--- config.mk ---
export PLATFORM = sky130hd
export DESIGN_NAME = serial_adder_ctrl
export DESIGN_NICKNAME = d
export VERILOG_FILES = /design/src/rtl/serial_adder_ctrl_pkg.sv /design/src/rtl/serial_adder_ctrl_fa.sv /design/src/rtl/serial_adder_ctrl.sv
export SDC_FILE = /design/constraint.sdc
export NUM_CORES = 1
export LEC_CHECK = 0
export ABC_CLOCK_PERIOD_IN_PS = 1400
export BUFFER_PORTS_ARGS = -buffer_cell sky130_fd_sc_hd__buf_2
export CAP_MARGIN = 20
export CORE_ASPECT_RATIO = 0.8
export CORE_MARGIN = 1
export CORE_UTILIZATION = 50
export CTS_BUF_LIST = sky130_fd_sc_hd__clkbuf_8
export CTS_CLUSTER_SIZE = 40
export DETAILED_ROUTE_END_ITERATION = 16
export PLACE_DENSITY = 0.76
export SLEW_MARGIN = 20
export SYNTH_ARGS = -nofsm -noshare
export SYNTH_HDL_FRONTEND = slang
export SYNTH_SLANG_ARGS = --single-unit
--- constraint.sdc ---
create_clock -name clk -period 1.4 [get_ports clk]
set_input_delay 0.14 -clock clk [delete_from_list [all_inputs] [get_ports clk]]
set_output_delay 0.14 -clock clk [all_outputs]
set_load 0.02 [all_outputs]
--- src/rtl/serial_adder_ctrl_pkg.sv ---
// Shared types and constants for the bit-serial adder controller.
package serial_adder_ctrl_pkg;

  typedef enum logic [1:0] {
    S_IDLE = 2'd0,
    S_RUN  = 2'd1,
    S_DONE = 2'd2
  } state_t;

  localparam int DEFAULT_WIDTH = 8;

endpackage

--- src/rtl/serial_adder_ctrl_fa.sv ---
// Combinational full-adder cell shared across all bit positions.
module serial_adder_ctrl_fa (
  input  logic a,
  input  logic b,
  input  logic c,
  output logic sum,
  output logic carry
);

  assign sum   = a ^ b ^ c;
  assign carry = (a & b) | (a & c) | (b & c);

endmodule

--- src/rtl/serial_adder_ctrl.sv ---
// Bit-serial adder controller: sequences one full-adder cell over WIDTH cycles, LSB first.
module serial_adder_ctrl
  import serial_adder_ctrl_pkg::*;
#(
  parameter int WIDTH = DEFAULT_WIDTH
) (
  input  logic             clk,
  input  logic             rst_n,
  input  logic             start,
  input  logic [WIDTH-1:0] a,
  input  logic [WIDTH-1:0] b,
  input  logic             cin,
  output logic             busy,
  output logic             done,
  output logic [WIDTH-1:0] sum,
  output logic             cout
);

  // state  | meaning
  // S_IDLE | waiting for start; operands captured on start
  // S_RUN  | one bit pair per cycle through the cell
  // S_DONE | one-cycle result-valid pulse

  localparam int CW = $clog2(WIDTH + 1);

  state_t           state_q, state_d;
  logic [WIDTH-1:0] a_sr, b_sr, acc, acc_next;
  logic             carry_q;
  logic [CW-1:0]    cnt;
  logic             cell_sum, cell_carry;
  logic             last_bit;

  serial_adder_ctrl_fa u_fa (
    .a     (a_sr[0]),
    .b     (b_sr[0]),
    .c     (carry_q),
    .sum   (cell_sum),
    .carry (cell_carry)
  );

  assign last_bit = (cnt == CW'(WIDTH - 1));

  always_comb begin
    acc_next            = acc >> 1;
    acc_next[WIDTH-1]   = cell_sum;
  end

  always_comb begin
    state_d = state_q;
    case (state_q)
      S_IDLE:  if (start) state_d = S_RUN;
      S_RUN:   if (last_bit) state_d = S_DONE;
      S_DONE:  state_d = S_IDLE;
      default: state_d = S_IDLE;
    endcase
  end

  always_ff @(posedge clk) begin
    if (!rst_n) begin
      state_q <= S_IDLE;
      a_sr    <= '0;
      b_sr    <= '0;
      acc     <= '0;
      carry_q <= 1'b0;
      cnt     <= '0;
      sum     <= '0;
      cout    <= 1'b0;
    end else begin
      state_q <= state_d;
      case (state_q)
        S_IDLE: begin
          if (start) begin
            a_sr    <= a;
            b_sr    <= b;
            carry_q <= cin;
            cnt     <= '0;
          end
        end
        S_RUN: begin
          a_sr    <= a_sr >> 1;
          b_sr    <= b_sr >> 1;
          acc     <= acc_next;
          carry_q <= cell_carry;
          cnt     <= cnt + CW'(1);
          // Result registers only move on the final bit so no partial sum is visible.
          if (last_bit) begin
            sum  <= acc_next;
            cout <= cell_carry;
          end
        end
        default: ;
      endcase
    end
  end

  assign busy = (state_q != S_IDLE);
  assign done = (state_q == S_DONE);

endmodule
==> results of run 1 <==
registers in the layout, summed over array words and instances (netlist names):
signal / flops
cout: 1
acc: 7
sum: 8
b_sr: 8
a_sr: 8
cnt: 4
state_q: 2
carry_q: 1
per-layer routing:
| metal | GRT usage, % | vias to the layer above | routed length (um) |
|---|---|---|---|
| li1 | - | 714 | - |
| met1 | 24.0 | 623 | 1490 |
| met4 | 8.87 | 0 | 47 |
| met3 | 6.47 | 5 | 135 |
| met5 | 0 | - | 0 |
| met2 | 32.1 | 29 | 1390 |
critical path, stage by stage, from the launching register on:
cell and delay (ns):
dfxtp_1 0.33, buf_4 0.16, nor2_1 0.16, inv_1 0.05, buf_2 0.15
worst min path at each step:
stage	endpoint	depth (start not counted)	slack (ns)
2_1_floorplan	a_sr[7]	2	0.31
3_3_place_gp	b_sr[7]	3	0.41
3_5_place_dp	a_sr[7]	3	0.42
4_1_cts	b_sr[7]	3	0.10
5_1_grt	b_sr[7]	3	0.11
6_report	a_sr[7]	3	0.11
final cells by class:
class                      count  area share, %
multi-input combinational    131           39.5
tap                           40           2.62
clock inverter                 1          0.196
sequential                    39           40.9
clock buffer                   7           5.04
timing repair buffer          38           11.0
inverter                       4          0.786
through the flow:
step | instance area [um2] | hold slack [ns]
after floorplan | 1650 | 0.312
after global placement | 1810 | 0.407
after detailed placement | 1810 | 0.418
after CTS | 1910 | 0.105
after global routing | 1910 | 0.113
final | 1910 | 0.112
report_power, final:
group | switching, mW | internal, mW
clock network | 0.378 | 0.442
logic | 0.126 | 0.100
registers | 0.0285 | 1.16
total | 0.533 | 1.70
cell families (layout without fill, tap and decap cells):
kind of cell / after synthesis / in the layout / synth area share [%]
buffers and inverters: 19 / 50 / 6.83
DFF: 39 / 39 / 47.4
AOI/OAI and AO/OA: 60 / 60 / 21.9
and+or+nand+nor: 59 / 59 / 15.9
adders and majority gates: 2 / 2 / 1.97
muxes: 10 / 10 / 6.07
Yosys cell counts (all sizes together):
cell type,instances,share of area [%]
a32oi,2,1.1
o2bb2ai,7,3.7
a22oi,1,0.46
o21ai,15,4.6
o21ba,1,0.61
a31oi,1,0.38
nand2,36,8.2
clkbuf,7,1.6
nor2b,1,0.84
o32a,1,0.61
ha,1,0.76
o21bai,1,0.46
inv,4,0.91
nor2,13,3.0
dfxtp,39,47
or3,1,0.38
nor3,1,0.30
and2,1,0.38
nand2b,2,0.76
o22ai,8,3.0
a21oi,23,7.0
fa,1,1.2
and4b,2,1.4
buf,8,4.3
nand3,2,0.61
mux2i,10,6.1
==> summary.md, run 1 <==
| Metric | Value |
|---|---|
| Result of the run | complete, no violations |
| Final number of setup-violating endpoints | 0 |
| Top Ports | 31 |
| Kind of capture point of the worst setup path | output port |
| Warnings, synthesis | 0 |
| Start point of the worst hold path | a[7] |
| Ratio of final minimum period to clock period | 92.2% |
| Average wire per cell in the routed design | 11.8 um |
| Worst slack at placement | 0.148 ns |
| Total wire length | 3060 um |
| Number of antenna violations at the first check in global routing | 0 |
| Clock sink count | 39 |
| Clock transition at the registers of the reported paths | 0.07 ns |
| Net count of the mapped netlist | 211 |
| Leakage power | 0.759 nW |
| Type of the worst min-delay path | input port to flip-flop |
| Overall power | 2.24 mW |
| Core Box Area | 3110 um2 |
| Number of nets still failing antenna checks after routing | 0 |
| Wire length of the first global-routing pass | 5190 um |
| Worst R2R Start | cnt[0] |
| Max-cap viol count | 0 |
| Endpoint arrival time on the critical path | 1.15 ns |
| Max-slew violations | 0 |
| Average footprint of a synthesized cell | 8.72 um2 |
| Rel. slew slack | 70.4% |
| Die W | 66.2 um |
| CTS H-tree depth | 2 |
| Number of instances in the synthesized netlist | 189 |
| DIE HEIGHT | 53.3 um |
| Total clock buffers created by CTS | 5 |
| Clock tree buffer depth | 2 |
| DP Wirelength | 2110 um |
| Max Clk Rate | 775 MHz |
| Library cells used by synthesis | 30 |
| Pre-Repair DR Iteration Count | 4 |
| Growth of design area from synthesis to finish | 15.9% |
| # diodes | 0 |
| Number of synthesized register bits | 39 |
| Row count | 18 |
| Endpoint of the most critical setup path | busy |
| Power per unit of standard cell area | 1170 nW/um2 |
| Critical setup path kind | flip-flop to output port |
| Total area of multi-input combinational cells | 754 um2 |
| Hold-fix buffers at CTS | 0 |
| Number of gates resized after CTS | 0 |
| Worst clock skew | 0.00313 ns |
| Number of endpoints with negative hold slack in the final report | 0 |
| Maximum number of pins on one net before global-route repair | 20 |
| Share of the yosys chip area belonging to registers | 47.4% |
| Register-to-register setup slack | 0.16 ns |
| Global-route congestion overflow total | 0 |
| Fraction of layout instances using a drive strength above 1 | 21.8% |
| Biggest fanout along the worst timing path | 7 |
| TritonCTS clock tree | built |
| Port-buffer cells | 30 |
| Instance count after placement with tap cells included | 252 |
| Critical Path Source Type | flip-flop |
| Final worst slack | 0.109 ns |
| Final RePlAce weighted congestion | 0.752 |
| Count of vias placed by the detailed router | 1,371 |
| Storage cell area | 781 um2 |
| Average vias per placed instance | 5.27 |
| Number of DRC markers after the initial detailed-route iteration | 40 |
| RSZ-0062 raised after global routing | false |
| Setup TNS | 0 ns |
| Latest clock arrival within the worst-skew pair | 0.29 ns |
| Final instance count without filler cells | 260 |
| Number of global-route vias before repair | 1,229 |
| Nets | 241 |
| Initial core utilization | 53.0% |
| Root buffer selected by CTS | clkbuf_8 |
| Worst reg2reg path endpoint | sum[2] |
| Post-CTS setup buffers | 0 |
| Filler cell count | 290 |
| Shortest period the worst path allows | 1.29 ns |
| Summed instance area of the synthesized netlist | 1650 um2 |
| Most common cell after layout, fill and taps aside | dfxtp_1 |
| Critical path launch point | state_q[0] |
| Data required time at the worst endpoint | 1.26 ns |
| Top library cells by usage in the layout, fill and taps aside | dfxtp_1 (39), nand2_1 (36), buf_2 (30) |
| Worst r2r path cells | 3 |
| Die footprint | 3530 um2 |
| Maximum vdd ir drop | 0.000933 V |
| Number of DRC violations after detailed routing | 0 |
| Final core utilization | 61.5% |
| Transition time at the pin with the least slew margin | 0.444 ns |
| GRT Total Usage | 19.9% |
No activity file was read; power rests on OpenSTA's default activity.
==> inputs of run 2 (changes only) <==
CORE_UTILIZATION = 45   (was 50)
PLACE_DENSITY = 0.69   (was 0.76)
==> run 2 against run 1 <==
Combinational power barely moved. Die area up 11%. Register-to-register slack worse by 0.02 ns. Clock skew grew 0.0032 ns. Power fell by 4.6%. Worst hold slack better by 0.014 ns. Count of clock-buffer cells in the layout fell by 2. Sequential share of layout area up 0.35 points. Clock power decreased by 13%. Global-route usage shrank 1.8 points. Critical endpoint unchanged. Highest routed layer unchanged.
==> summary.md, run 2 (synthesis gave the netlist of run 1 again) <==
| Metric | Value |
|---|---|
| Critical setup path kind | flip-flop to output port |
| DP Wirelength | 2160 um |
| Type of the worst min-delay path | input port to flip-flop |
| Result of the run | complete, no violations |
| Transition time at the pin with the least slew margin | 0.445 ns |
| Cell area after placement | 1810 um2 |
| Count of vias placed by the detailed router | 1,359 |
| Total wire length | 3240 um |
| Leakage power | 0.754 nW |
| Final RePlAce weighted congestion | 0.765 |
| Hold-fix buffers at CTS | 0 |
| # diodes | 0 |
| Ratio of final minimum period to clock period | 93.4% |
| Clock sink count | 39 |
| Kind of capture point of the worst setup path | output port |
| Final instance count without filler cells | 262 |
| Post-CTS setup buffers | 0 |
| Instance count after placement with tap cells included | 254 |
| Growth of design area from synthesis to finish | 15.0% |
| Max-slew violations | 0 |
| Number of global-route vias before repair | 1,287 |
| Max Clk Rate | 765 MHz |
| Number of DRC markers after the initial detailed-route iteration | 51 |
| Number of DRC violations after detailed routing | 0 |
| Setup TNS | 0 ns |
| TritonCTS clock tree | built |
| CTS H-tree depth | 2 |
| Wire length of the first global-routing pass | 5630 um |
| Port-buffer cells | 30 |
| Average wire per cell in the routed design | 12.4 um |
| Clock tree buffer depth | 2 |
| Maximum vdd ir drop | 0.000693 V |
| Fraction of layout instances using a drive strength above 1 | 21.4% |
| Maximum number of pins on one net before global-route repair | 21 |
| Number of gates resized after CTS | 0 |
| Rel. slew slack | 70.3% |
| Max-cap viol count | 0 |
| Average vias per placed instance | 5.19 |
| Root buffer selected by CTS | clkbuf_8 |
| Total clock buffers created by CTS | 5 |
| Biggest fanout along the worst timing path | 8 |
| Overall power | 2.13 mW |
| Largest registers ranked by flip-flop count | a_sr (8), b_sr (8), sum (8) |
| Shortest period the worst path allows | 1.31 ns |
| Top library cells by usage in the layout, fill and taps aside | dfxtp_1 (39), nand2_1 (36), buf_2 (30) |
| RSZ-0062 raised after global routing | false |
| Worst clock skew | 0.00632 ns |
| Clock transition at the registers of the reported paths | 0.07 ns |
| Endpoint arrival time on the critical path | 1.17 ns |
| Design Area, Final | 1890 um2 |
| Row count | 19 |
| Core Box Area | 3470 um2 |
| Number of nets still failing antenna checks after routing | 0 |
| Top Ports | 31 |
| Nets | 241 |
| Number of antenna violations at the first check in global routing | 0 |
| Data required time at the worst endpoint | 1.26 ns |
| Power per unit of standard cell area | 1130 nW/um2 |
| Pre-Repair DR Iteration Count | 4 |
| Critical Path Source Type | flip-flop |
| Global-route congestion overflow total | 0 |
| Die W | 69.7 um |
| DIE HEIGHT | 56.1 um |
| Latest clock arrival within the worst-skew pair | 0.29 ns |
| Initial core utilization | 47.5% |
| Die footprint | 3910 um2 |
| Number of endpoints with negative hold slack in the final report | 0 |
| Final number of setup-violating endpoints | 0 |
| Most common cell after layout, fill and taps aside | dfxtp_1 |
| GRT Total Usage | 18.1% |
[run 2: where the power goes]
| part | leakage (nW) | total [mW] | switching (mW) | internal, mW |
|---|---|---|---|---|
| clock network | 0.0505 | 0.717 | 0.382 | 0.335 |
| registers | 0.319 | 1.19 | 0.0292 | 1.16 |
| logic | 0.385 | 0.226 | 0.126 | 0.100 |
[run 2: cell type report]
| type | count | area (um2) |
|---|---|---|
| repair buffers | 38 | 210 |
| inverters | 4 | 15.0 |
| multi-input cells | 131 | 754 |
| fillers | 347 | 1580 |
| flip-flops and latches | 39 | 781 |
| well taps | 42 | 52.6 |
| clock inverters | 3 | 12.5 |
| clock buffers | 5 | 68.8 |
[run 2: critical path: stages (launching register included)]
cell	delay, ns
dfxtp_1	0.34
buf_4	0.17
nor2_1	0.16
inv_1	0.06
buf_2	0.15
[run 2: through the flow]
step           worst slack (ns)  hold slack (ns)  util (%)
2_1_floorplan             0.137            0.312         -
3_3_place_gp              0.188            0.406      52.2
3_5_place_dp              0.152            0.428      52.2
4_1_cts                  0.0891            0.120      54.6
5_1_grt                  0.0323            0.139      54.6
6_report                 0.0926            0.125      54.6
[run 2: path summary, 6_finish.rpt]
| check | start | to | slack [ns] | depth (start not counted) |
|---|---|---|---|---|
| hold reg to reg | sum[7] | sum[7] | 0.45 | 2 |
| setup reg to reg | cnt[0] | cout | 0.14 | 3 |
| setup / recovery | state_q[0] | busy | 0.09 | 4 |
| hold / removal | a[7] | a_sr[7] | 0.13 | 3 |
[run 2: per-layer routing]
metal  global-route usage (%)  vias to the layer above  share of wire (%)  wire length, um
li1                         -                      714                  -                -
met1                     22.5                      613                 49             1590
met2                     30.0                       25                 45             1470
met3                     4.35                        7                3.5              113
met4                     7.71                        0                1.9               63
met5                        0                        -                  0                0
==> inputs of run 3 (changes only) <==
==> constraint.sdc (replaced) <==
create_clock -name clk -period 1.4 [get_ports clk]
set_input_delay 0.21 -clock clk [delete_from_list [all_inputs] [get_ports clk]]
set_output_delay 0.21 -clock clk [all_outputs]
set_load 0.02 [all_outputs]
==> run 3 against run 2 <==
Global-route usage shrank 0.12 points. Die area is the same. Utilization rose by 1.4 points. Flip-flop and latch count is the same. Clock skew rose by 0.0016 ns. Combinational power grew 2%. Final area rose by 2.6%. Critical path type unchanged. Critical endpoint unchanged. Largest cell class unchanged.
==> summary.md, run 3 (synthesis gave the netlist of run 1 again) <==
| Metric | Value |
|---|---|
| Result of the run | complete, no violations |
| Latest clock arrival within the worst-skew pair | 0.30 ns |
| Count of vias placed by the detailed router | 1,385 |
| Setup TNS | 0 ns |
| Overall power | 2.38 mW |
| Total clock buffers created by CTS | 5 |
| Hold-fix buffers at CTS | 0 |
| Critical setup path kind | flip-flop to output port |
| Max Clk Rate | 759 MHz |
| Top library cells by usage in the layout, fill and taps aside | dfxtp_1 (37), nand2_1 (36), buf_2 (30) |
| Number of antenna violations at the first check in global routing | 0 |
| Average wire per cell in the routed design | 12.3 um |
| Critical Path Source Type | flip-flop |
| Largest registers ranked by flip-flop count | a_sr (8), b_sr (8), sum (8) |
| Final RePlAce weighted congestion | 0.761 |
| Most common cell after layout, fill and taps aside | dfxtp_1 |
| Wire length of the first global-routing pass | 5550 um |
| Transition time at the pin with the least slew margin | 0.470 ns |
| Max-slew violations | 0 |
| Number of endpoints with negative hold slack in the final report | 0 |
| Average vias per placed instance | 5.27 |
| Final core utilization | 56.0% |
| RSZ-0062 raised after global routing | false |
| Clock transition at the registers of the reported paths | 0.07 ns |
| Number of nets still failing antenna checks after routing | 0 |
| DP Wirelength | 2170 um |
| CTS H-tree depth | 2 |
| Biggest fanout along the worst timing path | 9 |
| Power per unit of standard cell area | 1230 nW/um2 |
| Initial core utilization | 47.5% |
| Core Box Area | 3470 um2 |
| Instance count after placement with tap cells included | 255 |
| Maximum number of pins on one net before global-route repair | 21 |
| Leakage power | 0.771 nW |
| Number of DRC violations after detailed routing | 0 |
| Total area of multi-input combinational cells | 757 um2 |
| Max-cap viol count | 0 |
| TritonCTS clock tree | built |
| Nets | 242 |
| Endpoint arrival time on the critical path | 1.11 ns |
| Root buffer selected by CTS | clkbuf_8 |
| Final instance count without filler cells | 263 |
| Number of DRC markers after the initial detailed-route iteration | 64 |
| Growth of design area from synthesis to finish | 17.9% |
| Pre-Repair DR Iteration Count | 4 |
| GRT Total Usage | 17.9% |
| Data required time at the worst endpoint | 1.19 ns |
| Rel. slew slack | 68.6% |
| Kind of capture point of the worst setup path | output port |
| Die footprint | 3910 um2 |
| Ratio of final minimum period to clock period | 94.1% |
| Clock sink count | 39 |
| Worst clock skew | 0.00791 ns |
| Register-to-register setup slack | 0.13 ns |
| Port-buffer cells | 30 |
| Top Ports | 31 |
| Shortest period the worst path allows | 1.32 ns |
| Die W | 69.7 um |
| Global-route congestion overflow total | 0 |
| DIE HEIGHT | 56.1 um |
| Number of global-route vias before repair | 1,231 |
| Row count | 19 |
| Storage cell area | 783 um2 |
| Type of the worst min-delay path | input port to flip-flop |
| Final number of setup-violating endpoints | 0 |
| Fraction of layout instances using a drive strength above 1 | 24.0% |
| Clock tree buffer depth | 2 |
| Maximum vdd ir drop | 0.000803 V |
| # diodes | 0 |
| Filler cell count | 322 |
| Total wire length | 3230 um |
run 3: changes by cell type in the layout (fill, tap and decap cells not counted), sizes merged:
| cell | change |
|---|---|
| inv | -2 |
| buf | +1 |
| bufinv | +1 |
| clkbuf | +1 |
run 3: timing repair:
item,in CTS,in global routing
endpoints found under the setup margin,0,3
setup buffers,0,0
gates resized for setup,0,3
run 3: power by group:
part	total (mW)	switching, mW	internal [mW]
clock network	0.963	0.387	0.576
logic	0.230	0.128	0.102
registers	1.19	0.0291	1.16
total	2.38	0.544	1.84
run 3: final timing paths:
path / cells past startpoint / to / start
setup / recovery: 4 / busy / state_q[0]
hold / removal: 3 / a_sr[7] / a[7]
setup reg to reg: 3 / cout / cnt[0]
hold reg to reg: 2 / sum[7] / sum[7]
run 3: worst max-delay path, stage by stage (launching register included):
cell and delay [ns]:
dfxtp_2 0.34, buf_4 0.17, nor2_2 0.11, inv_1 0.05, buf_2 0.15
run 3: per-stage QoR:
step | instance area (um2) | hold slack (ns) | setup slack [ns]
3_5_place_dp | 1820 | 0.446 | 0.139
3_3_place_gp | 1820 | 0.441 | 0.188
4_1_cts | 1940 | 0.193 | 0.0166
2_1_floorplan | 1650 | 0.382 | 0.116
6_report | 1940 | 0.197 | 0.0825
5_1_grt | 1940 | 0.220 | 0.0149
run 3: cell type report:
type / count / share of cell area [%]
Clock buffer: 6 / 4.25
Clock inverter: 2 / 1.80
Inverter: 4 / 0.773
Multi-Input combinational cell: 131 / 39.0
Sequential cell: 39 / 40.3
Tap cell: 42 / 2.70
Timing Repair Buffer: 39 / 11.2
run 3: metal layers:
metal / up-vias / track usage, % / wire [um]
met5: - / 0 / 0
met4: 0 / 9.43 / 65
met3: 8 / 4.35 / 99
met2: 25 / 28.2 / 1470
met1: 635 / 23.0 / 1600
li1: 717 / - / -
